===== config.mk =====
export PLATFORM = sky130hd
export DESIGN_NAME = mem_read_arbiter
export DESIGN_NICKNAME = d
export VERILOG_FILES = /design/src/rtl/mem_read_arbiter.sv
export SDC_FILE = /design/constraint.sdc
export NUM_CORES = 1
export LEC_CHECK = 0
export CAP_MARGIN = 40
export CORE_UTILIZATION = 34
export DETAILED_ROUTE_END_ITERATION = 12
export PLACE_DENSITY = 0.85
export REMOVE_ABC_BUFFERS = 1
export SETUP_SLACK_MARGIN = 0.2
export SLEW_MARGIN = 20
export SYNTH_ARGS = -nofsm -noshare
export SYNTH_HDL_FRONTEND = slang
export SYNTH_SLANG_ARGS = --single-unit

===== constraint.sdc =====
create_clock -name clk -period 1.8 [get_ports clk]
set_input_delay 0.36 -clock clk [delete_from_list [all_inputs] [get_ports clk]]
set_output_delay 0.36 -clock clk [all_outputs]
set_load 0.005 [all_outputs]

===== src/rtl/mem_read_arbiter.sv =====
// mem_read_arbiter: shares one packet-buffer read port among NUM_PORTS TX read
// controllers by fixed time slots, steers each read response back to the port
// that issued it, and funnels per-port block releases into the single
// free-list return interface through one-entry holds and round-robin offers.
// Optional per-port read/free counters are built when MEM_READ_ARB_STATS_EN
// is defined.

// One-entry free holding register for a single port.
module mem_read_arbiter_hold #(
  parameter int ADDR_W = 10
) (
  input  logic              clk,
  input  logic              rst_n,
  input  logic              req,
  input  logic [ADDR_W-1:0] idx,
  input  logic              clr,
  output logic              gnt,
  output logic              hv,
  output logic [ADDR_W-1:0] hidx
);
  // A full hold refuses new requests, so a clear and a capture never collide.
  assign gnt = req & ~hv;

  // Capture on grant, release when the free list takes this entry.
  always_ff @(posedge clk or negedge rst_n) begin
    if (!rst_n) begin
      hv   <= 1'b0;
      hidx <= '0;
    end else if (gnt) begin
      hv   <= 1'b1;
      hidx <= idx;
    end else if (clr) begin
      hv   <= 1'b0;
    end
  end
endmodule

module mem_read_arbiter #(
  parameter int NUM_PORTS  = 4,
  parameter int ADDR_W     = 10,
  parameter int BLOCK_BITS = 64,
  parameter int RD_LAT     = 1
) (
  input  logic                              clk,
  input  logic                              rst_n,
  input  logic [NUM_PORTS-1:0]              mem_re_i,
  input  logic [NUM_PORTS-1:0][ADDR_W-1:0]  mem_raddr_i,
  output logic [NUM_PORTS-1:0]              mem_rgnt_o,
  output logic [NUM_PORTS-1:0]              mem_rvalid_o,
  output logic [BLOCK_BITS-1:0]             mem_rdata_o,
  output logic                              mem_re_o,
  output logic [ADDR_W-1:0]                 mem_raddr_o,
  input  logic [BLOCK_BITS-1:0]             mem_rdata_i,
  input  logic [NUM_PORTS-1:0]              fl_free_req_i,
  input  logic [NUM_PORTS-1:0][ADDR_W-1:0]  fl_free_idx_i,
  output logic [NUM_PORTS-1:0]              fl_free_gnt_o,
  output logic                              fl_free_req_o,
  output logic [ADDR_W-1:0]                 fl_free_idx_o,
  input  logic                              fl_free_gnt_i
`ifdef MEM_READ_ARB_STATS_EN
  ,
  output logic [NUM_PORTS-1:0][31:0]        rd_cnt_o,
  output logic [NUM_PORTS-1:0][31:0]        free_cnt_o
`endif
);
  localparam int PW = $clog2(NUM_PORTS);
  localparam logic [PW-1:0] LAST = PW'(NUM_PORTS - 1);
  localparam logic IDLE  = 1'b0;
  localparam logic OFFER = 1'b1;

  logic [PW-1:0] cur;

  // Slot counter; explicit wrap so non-power-of-2 port counts work.
  always_ff @(posedge clk or negedge rst_n) begin
    if (!rst_n) cur <= '0;
    else        cur <= (cur == LAST) ? '0 : cur + 1'b1;
  end

  assign mem_re_o    = mem_re_i[cur];
  assign mem_raddr_o = mem_raddr_i[cur];
  assign mem_rdata_o = mem_rdata_i;

  // Only the slot owner can be granted.
  always_comb begin
    mem_rgnt_o      = '0;
    mem_rgnt_o[cur] = mem_re_i[cur];
  end

  // Response tags travel alongside the memory latency.
  logic [RD_LAT-1:0]         vld_pipe;
  logic [RD_LAT-1:0][PW-1:0] port_pipe;

  // Tag shift register: {valid, port} per stage; reset drops in-flight tags.
  always_ff @(posedge clk or negedge rst_n) begin
    if (!rst_n) begin
      vld_pipe  <= '0;
      port_pipe <= '0;
    end else begin
      vld_pipe[0]  <= mem_re_o;
      port_pipe[0] <= cur;
      for (int s = 1; s < RD_LAT; s++) begin
        vld_pipe[s]  <= vld_pipe[s-1];
        port_pipe[s] <= port_pipe[s-1];
      end
    end
  end

  // Decode the last-stage tag into a one-hot valid.
  always_comb begin
    mem_rvalid_o = '0;
    mem_rvalid_o[port_pipe[RD_LAT-1]] = vld_pipe[RD_LAT-1];
  end

  // Free path: per-port holds feeding a two-state offer machine.
  logic                             state;
  logic [PW-1:0]                    sel;
  logic [PW-1:0]                    rr_ptr;
  logic [NUM_PORTS-1:0]             hold_v;
  logic [NUM_PORTS-1:0][ADDR_W-1:0] hold_idx;
  logic [NUM_PORTS-1:0]             clr;
  logic [PW-1:0]                    pick;
  logic                             found;
  int                               p;

  for (genvar g = 0; g < NUM_PORTS; g++) begin : g_hold
    assign clr[g] = (state == OFFER) && fl_free_gnt_i && (sel == PW'(g));
    mem_read_arbiter_hold #(.ADDR_W(ADDR_W)) u_hold (
      .clk  (clk),
      .rst_n(rst_n),
      .req  (fl_free_req_i[g]),
      .idx  (fl_free_idx_i[g]),
      .clr  (clr[g]),
      .gnt  (fl_free_gnt_o[g]),
      .hv   (hold_v[g]),
      .hidx (hold_idx[g])
    );
  end

  // First full hold at or after rr_ptr, wrapping.
  always_comb begin
    pick  = '0;
    found = 1'b0;
    p     = 0;
    for (int k = 0; k < NUM_PORTS; k++) begin
      p = int'(rr_ptr) + k;
      if (p >= NUM_PORTS) p = p - NUM_PORTS;
      if (!found && hold_v[p]) begin
        pick  = PW'(p);
        found = 1'b1;
      end
    end
  end

  // Offer FSM: sel is locked for the whole offer so late arrivals wait.
  always_ff @(posedge clk or negedge rst_n) begin
    if (!rst_n) begin
      state  <= IDLE;
      sel    <= '0;
      rr_ptr <= '0;
    end else begin
      case (state)
        IDLE: if (|hold_v) begin
          sel   <= pick;
          state <= OFFER;
        end
        default: if (fl_free_gnt_i) begin
          rr_ptr <= (sel == LAST) ? '0 : sel + 1'b1;
          state  <= IDLE;
        end
      endcase
    end
  end

  assign fl_free_req_o = (state == OFFER);
  assign fl_free_idx_o = fl_free_req_o ? hold_idx[sel] : '0;

`ifdef MEM_READ_ARB_STATS_EN
  // Per-port activity counters, wrapping modulo 2^32.
  always_ff @(posedge clk or negedge rst_n) begin
    if (!rst_n) begin
      rd_cnt_o   <= '0;
      free_cnt_o <= '0;
    end else begin
      for (int i = 0; i < NUM_PORTS; i++) begin
        if (mem_rgnt_o[i]) rd_cnt_o[i]   <= rd_cnt_o[i] + 32'd1;
        if (clr[i])        free_cnt_o[i] <= free_cnt_o[i] + 32'd1;
      end
    end
  end
`endif
endmodule

Yosys cells after proc, flatten, opt, wreduce, memory -nomap -nowiden
Cells that the tools add are included.
Storage, ports and cells
  register bits: 54
  logic and storage cells: 119
  input port bits: 155
Cells by class
  equal/unequal tests: 4
  bitwise operators: 11
  add/subtract/negate cells: 9
  muxes and demuxes: 47
  magnitude comparators: 13
  reduce and logical (&&, ||, !) cells: 21
Operator list (number)
  $lt 32x4->1 const B: 4
  $mux 32: 4
  $bmux 10 s2: 2
  $mux 10: 3
  $mux 1: 25
  $mux 2: 6
  $sub 3x3->4 const B: 3
  $bmux 1 s2: 5
  $logic_and 1x1->1: 10
  $ge 3x3->1 const B: 3
  $lt 2x3->1 const B: 3
  $and 4x4->4: 2
  $reduce_bool 2->1: 4
  $add 2x2->3 const B: 2
  $eq 2x2->1 const B: 3
  $not 1->1: 5
  $add 2x1->2 const B: 2
  $and 1x1->1: 4
  $demux 1 s2: 2
  $ge 2x1->1 const B: 2
  $reduce_and 2->1: 2
  $reduce_or 4->1: 1
  $sub 2x3->4 const B: 1
  $add 2x1->3 const B: 1
  4 further kinds: 6

Logic depth before layout (Yosys ltp)
Gate-level depths: netlist of the first run.
  depth after elaboration: 15
  mapped depth: 5

Cells and area by module
A second synthesis of the first run with hierarchy kept.
Second synthesis, totals
  cells, all modules: 258
  area total of the unflattened synthesis: 3503.4 um^2
Modules (own cells, without submodules)
  mem_read_arbiter_hold: instances 4, cells each 25, area an instance 464.2 um^2
  mem_read_arbiter: instances 1, cells each 158, area an instance 1646.6 um^2

Least setup slack after synthesis of the first run
OpenSTA, ideal clock, no wires.
  kind: register -> output
  start point: register sel[0]
  end point: output port fl_free_idx_o[1]
  data required time: 1440 ps
  setup slack: 152 ps
  arrival time: 1288 ps
  cell stages (with the launch flop): 4
  path buffers: 1
  path through: dfrtp_1 buf_6 mux4_2 and2_1
On the way
  cells in the longest elaborated chain, start to end: 3
RTL lines
  start, declared: line 116  | logic [PW-1:0] sel;
  start signal, assigned: line 163  | sel <= pick;
  $bmux 10 s2: line 175  | assign fl_free_idx_o = fl_free_req_o ? hold_idx[sel] : '0;
  $mux 10 (implied by the code): line 175
  $mux 10: line 175
  end, declared: line 58  | output logic [ADDR_W-1:0] fl_free_idx_o,
Every way passes these cells. The select of a mux whose other input is x is not followed.

Worst setup path after layout of the first run
  start point: register cur[0]
  end point: output port mem_rgnt_o[3]
On the way
  cells in the longest elaborated chain, start to end: 5
  elaborated cells on any way between the ends: 8
  classes of those cells: order compare: 2; mux: 4; bitwise: 1; reduce/logical: 1
RTL lines
  start, declared: line 71  | logic [PW-1:0] cur;
  start signal, assigned: line 76  | else cur <= (cur == LAST) ? '0 : cur + 1'b1;
  $lt 2x3->1 (implied by the code) / $ge 2x1->1 (equally long branches): line 86  | mem_rgnt_o[cur] = mem_re_i[cur];
  $logic_and 1x1->1 (implied by the code): line 86
  $mux 1 (implied by the code): line 86
  $demux 1 s2: line 86
  $and 4x4->4 (no line) (*)
  end, declared: line 48  | output logic [NUM_PORTS-1:0] mem_rgnt_o,
Every way passes the cells marked *; elsewhere a longest branch is shown, timed or not. The select of a mux whose other input is x is not followed.

==> results_dict.tcl, run 1 <==
set metrics [dict create \
    core_area_sq_um 9370 \
    leakagePower_nw 1.98 \
    die_h_um 101 \
    drt_iter0_drc 115 \
    grt_first_pass_wirelength_um 19300 \
    htree_levels 2 \
    wl_per_cell_um 29.8 \
    nets 517 \
    critPathMaxFanout 3 \
    first_global_vias 2467 \
    die_x_um 101 \
    cts_tree "built" \
    fillers 814 \
    cts.clk_slew.worst_paths_ps 100 \
    rows 35 \
    layout-drive-gt1-share 0.397 \
    crit_type "reg2out" \
    setup_viol 25 \
    syn-mean-instance-area_sq_um 12.5 \
    clock_sinks 54 \
    portBuffers 124 \
    period_share 1.17 \
    place_worst_setup_slack_ps -480 \
    grt-ovfl-total 0 \
    fin_crit_ps 2100 \
    cts_root_buffer "clkbuf_8" \
    gp_routability_congestion 0.931 \
    slew_viol_final 0 \
    crit_path_frequent_cell "buf_6" \
    diodes 0 \
    crit_slowest_cell "mux4_2" \
    post-route-drc-count 0 \
    tightest_slew_ps 517 \
    powerDensity_nw_per_um2 1170 \
    rsz0062_at_grt "yes" \
    drv_cap 0 \
    clock_latency_ps 310 \
    clock_skew_ps 6.49 \
    syn_inst 268 \
    ys_ff_latch 54 \
    grt_usage 0.283 \
    cp_top_family "multiplexers" \
    dp_hpwl_um 12300 \
    endpoint_kind "output port" \
    clock.fmax_ghz 0.476 \
    crit_buf_inv 3 \
    start_util 0.357 \
    first_pass_iters 4 \
    fin_ws_ps -301 \
    cp_cell_sequence "buf_6 -> mux4_2 -> buf_6 -> and2_4 -> buf_6" \
    synth_warnings 0 \
    hp-class "in2async" \
    routed_wl_um 14400 \
    crit_arrival_ps 1740 \
    synthToLayoutAreaGrowth_pct 38.1 \
    violations "setup timing" \
    setup-tns-final_ps -5090 \
    ir_worst_vdd_uv 625 \
    start_kind "register" \
    grt_max_degree 24 \
    postPlaceCellArea_sq_um 4340 \
    status "finished, violations left" \
    hold_viol_final 0 \
    clk_path_buf_depth 2 \
    via_per_inst 5.00 \
    crit_required_ps 1440 \
    num_vias 2418 \
    antenna_found_initial 0 \
    synth.distinct_cells 31 \
    ys_seq_area_frac 0.404 \
    stdcell_area_sq_um 4620 \
    numCtsBuffers 5 \
    die_area_sq_um 10200 \
    ant_nets 0 \
    worst_path_largest_cell_delay_ps 540 \
    ios 253 \
    slew_headroom 0.655 \
    netlist_area_sq_um 3350 \
]
[cell type report]
cell class,count,area [sq um],share of cell area
inverter,6,22.5,0.00487
timing repair buffer,159,1520,0.329
tap,129,161,0.0349
sequential,54,1350,0.293
clock buffer,5,68.8,0.0149
clock inverter,3,43.8,0.00947
multi-input combinational,128,1450,0.314
[final timing paths]
path,start,slack (ps),end,cells past startpoint
setup / recovery,cur[0],-300,mem_rgnt_o[3],5
hold / removal,rst_n,7,g_hold[1].u_hold.hidx[8],1
setup reg to reg,fl_free_req_o,340,sel[0],4
hold reg to reg,g_hold[2].u_hold.hidx[1],490,g_hold[2].u_hold.hidx[1],1
max in group asynchronous,rst_n,1070,cur[0],2
min in group clk,g_hold[2].u_hold.hidx[1],490,g_hold[2].u_hold.hidx[1],1
[registers in the layout, indices dropped and copies added, names as in the netlist]
signal and flops:
cur 2, fl_free_req_o 1, g_hold.u_hold.hidx 40, g_hold.u_hold.hv 4
port_pipe 2, rr_ptr 2, sel 2, vld_pipe 1
[Yosys cell counts]
master | n | share of area
buf_6 | 1 | 0.0034
inv_1 | 6 | 0.0067
ha_1 | 8 | 0.030
o21a_1 | 1 | 0.0022
nor2_1 | 11 | 0.012
nand2b_1 | 1 | 0.0019
mux2_2 | 22 | 0.074
nor3_1 | 1 | 0.0015
o22ai_1 | 1 | 0.0019
nor3b_1 | 1 | 0.0022
a21oi_1 | 3 | 0.0045
mux2_1 | 20 | 0.067
and3_1 | 1 | 0.0019
or2_4 | 1 | 0.0026
o2bb2ai_1 | 1 | 0.0026
and2_1 | 15 | 0.028
buf_4 | 69 | 0.15
a22o_1 | 1 | 0.0026
mux4_1 | 2 | 0.016
buf_2 | 8 | 0.012
nand2_1 | 4 | 0.0045
clkbuf_1 | 2 | 0.0022
mux2i_1 | 1 | 0.0030
dfrtp_1 | 54 | 0.40
nand3b_1 | 1 | 0.0022
nor2b_1 | 6 | 0.011
o21ai_0 | 1 | 0.0015
mux4_2 | 19 | 0.13
nor4_2 | 1 | 0.0037
o41ai_2 | 1 | 0.0049
a31oi_1 | 4 | 0.0075
[repair_timing]
| action | 4_1_cts | 5_1_grt |
|---|---|---|
| hold buffers | 0 | 0 |
| buffers inserted | 13 | 1 |
| cloned | 1 | 0 |
| gates resized for setup | 165 | 9 |
| endpoints found under the setup margin | 34 | 27 |
| pin swaps | 14 | 0 |
[cells by family after synthesis]
family | after synthesis | share of synthesized area
fa+ha+maj | 8 | 0.0299
simple gates | 43 | 0.0721
flops | 54 | 0.404
buf+inv | 86 | 0.179
compound gates | 13 | 0.0277
mux | 64 | 0.288
[layout by cell type (no fill, tap or decap), drive strengths merged, types with 2 or more instances in the layout]
cell,instances
clkdlybuf4s15,3
a31oi,4
dfrtp,54
a21oi,3
dlygate4sd2,2
mux2,42
mux4,21
nand2,4
clkbuf,7
clkdlybuf4s50,89
buf,63
ha,8
inv,7
nor2,11
and2,15
nor2b,6
[through the flow]
| stage | cells | utilization | hold WS, ps | power, mW |
|---|---|---|---|---|
| floorplan | 188 | - | 64.4 | 3.27 |
| global placement | 461 | 0.464 | 348 | 4.30 |
| detailed placement | 461 | 0.464 | 361 | 4.39 |
| CTS | 483 | 0.491 | 11.7 | 5.35 |
| global route | 484 | 0.493 | 23.4 | 5.73 |
| finish | 484 | 0.493 | 7.12 | 5.42 |
[layer usage]
| metal | track usage | vias up | share of wire | wire [um] |
|---|---|---|---|---|
| li1 | - | 1043 | - | - |
| met1 | 0.207 | 1162 | 0.24 | 3490 |
| met2 | 0.451 | 189 | 0.46 | 6690 |
| met3 | 0.308 | 22 | 0.24 | 3530 |
| met4 | 0.129 | 2 | 0.043 | 620 |
| met5 | 0.0577 | - | 0.0056 | 81 |
[where the power goes]
part	leakage, nW	switching, mW	internal [mW]
Clock	0.0585	0.417	0.418
Sequential	0.639	0.308	1.74
Combinational	1.29	0.860	1.67
[worst register-to-register path, cell delays in order (launching register included)]
cell and delay (ps):
dfrtp_2 430, buf_4 190, buf_4 160, or2_4 270, o41ai_2 330
No activity file was read; power rests on OpenSTA's default activity.
==> run 2, diff against run 1 <==
--- a/config.mk
+++ b/config.mk
@@ -7,6 +7,7 @@
 export LEC_CHECK = 0
 export CAP_MARGIN = 40
 export CORE_UTILIZATION = 34
+export CTS_CLUSTER_SIZE = 30
 export DETAILED_ROUTE_END_ITERATION = 12
 export PLACE_DENSITY = 0.85
 export REMOVE_ABC_BUFFERS = 1
==> results of run 2 <==
Same layout as run 1: the final DEF is identical, and so are final timing and power.
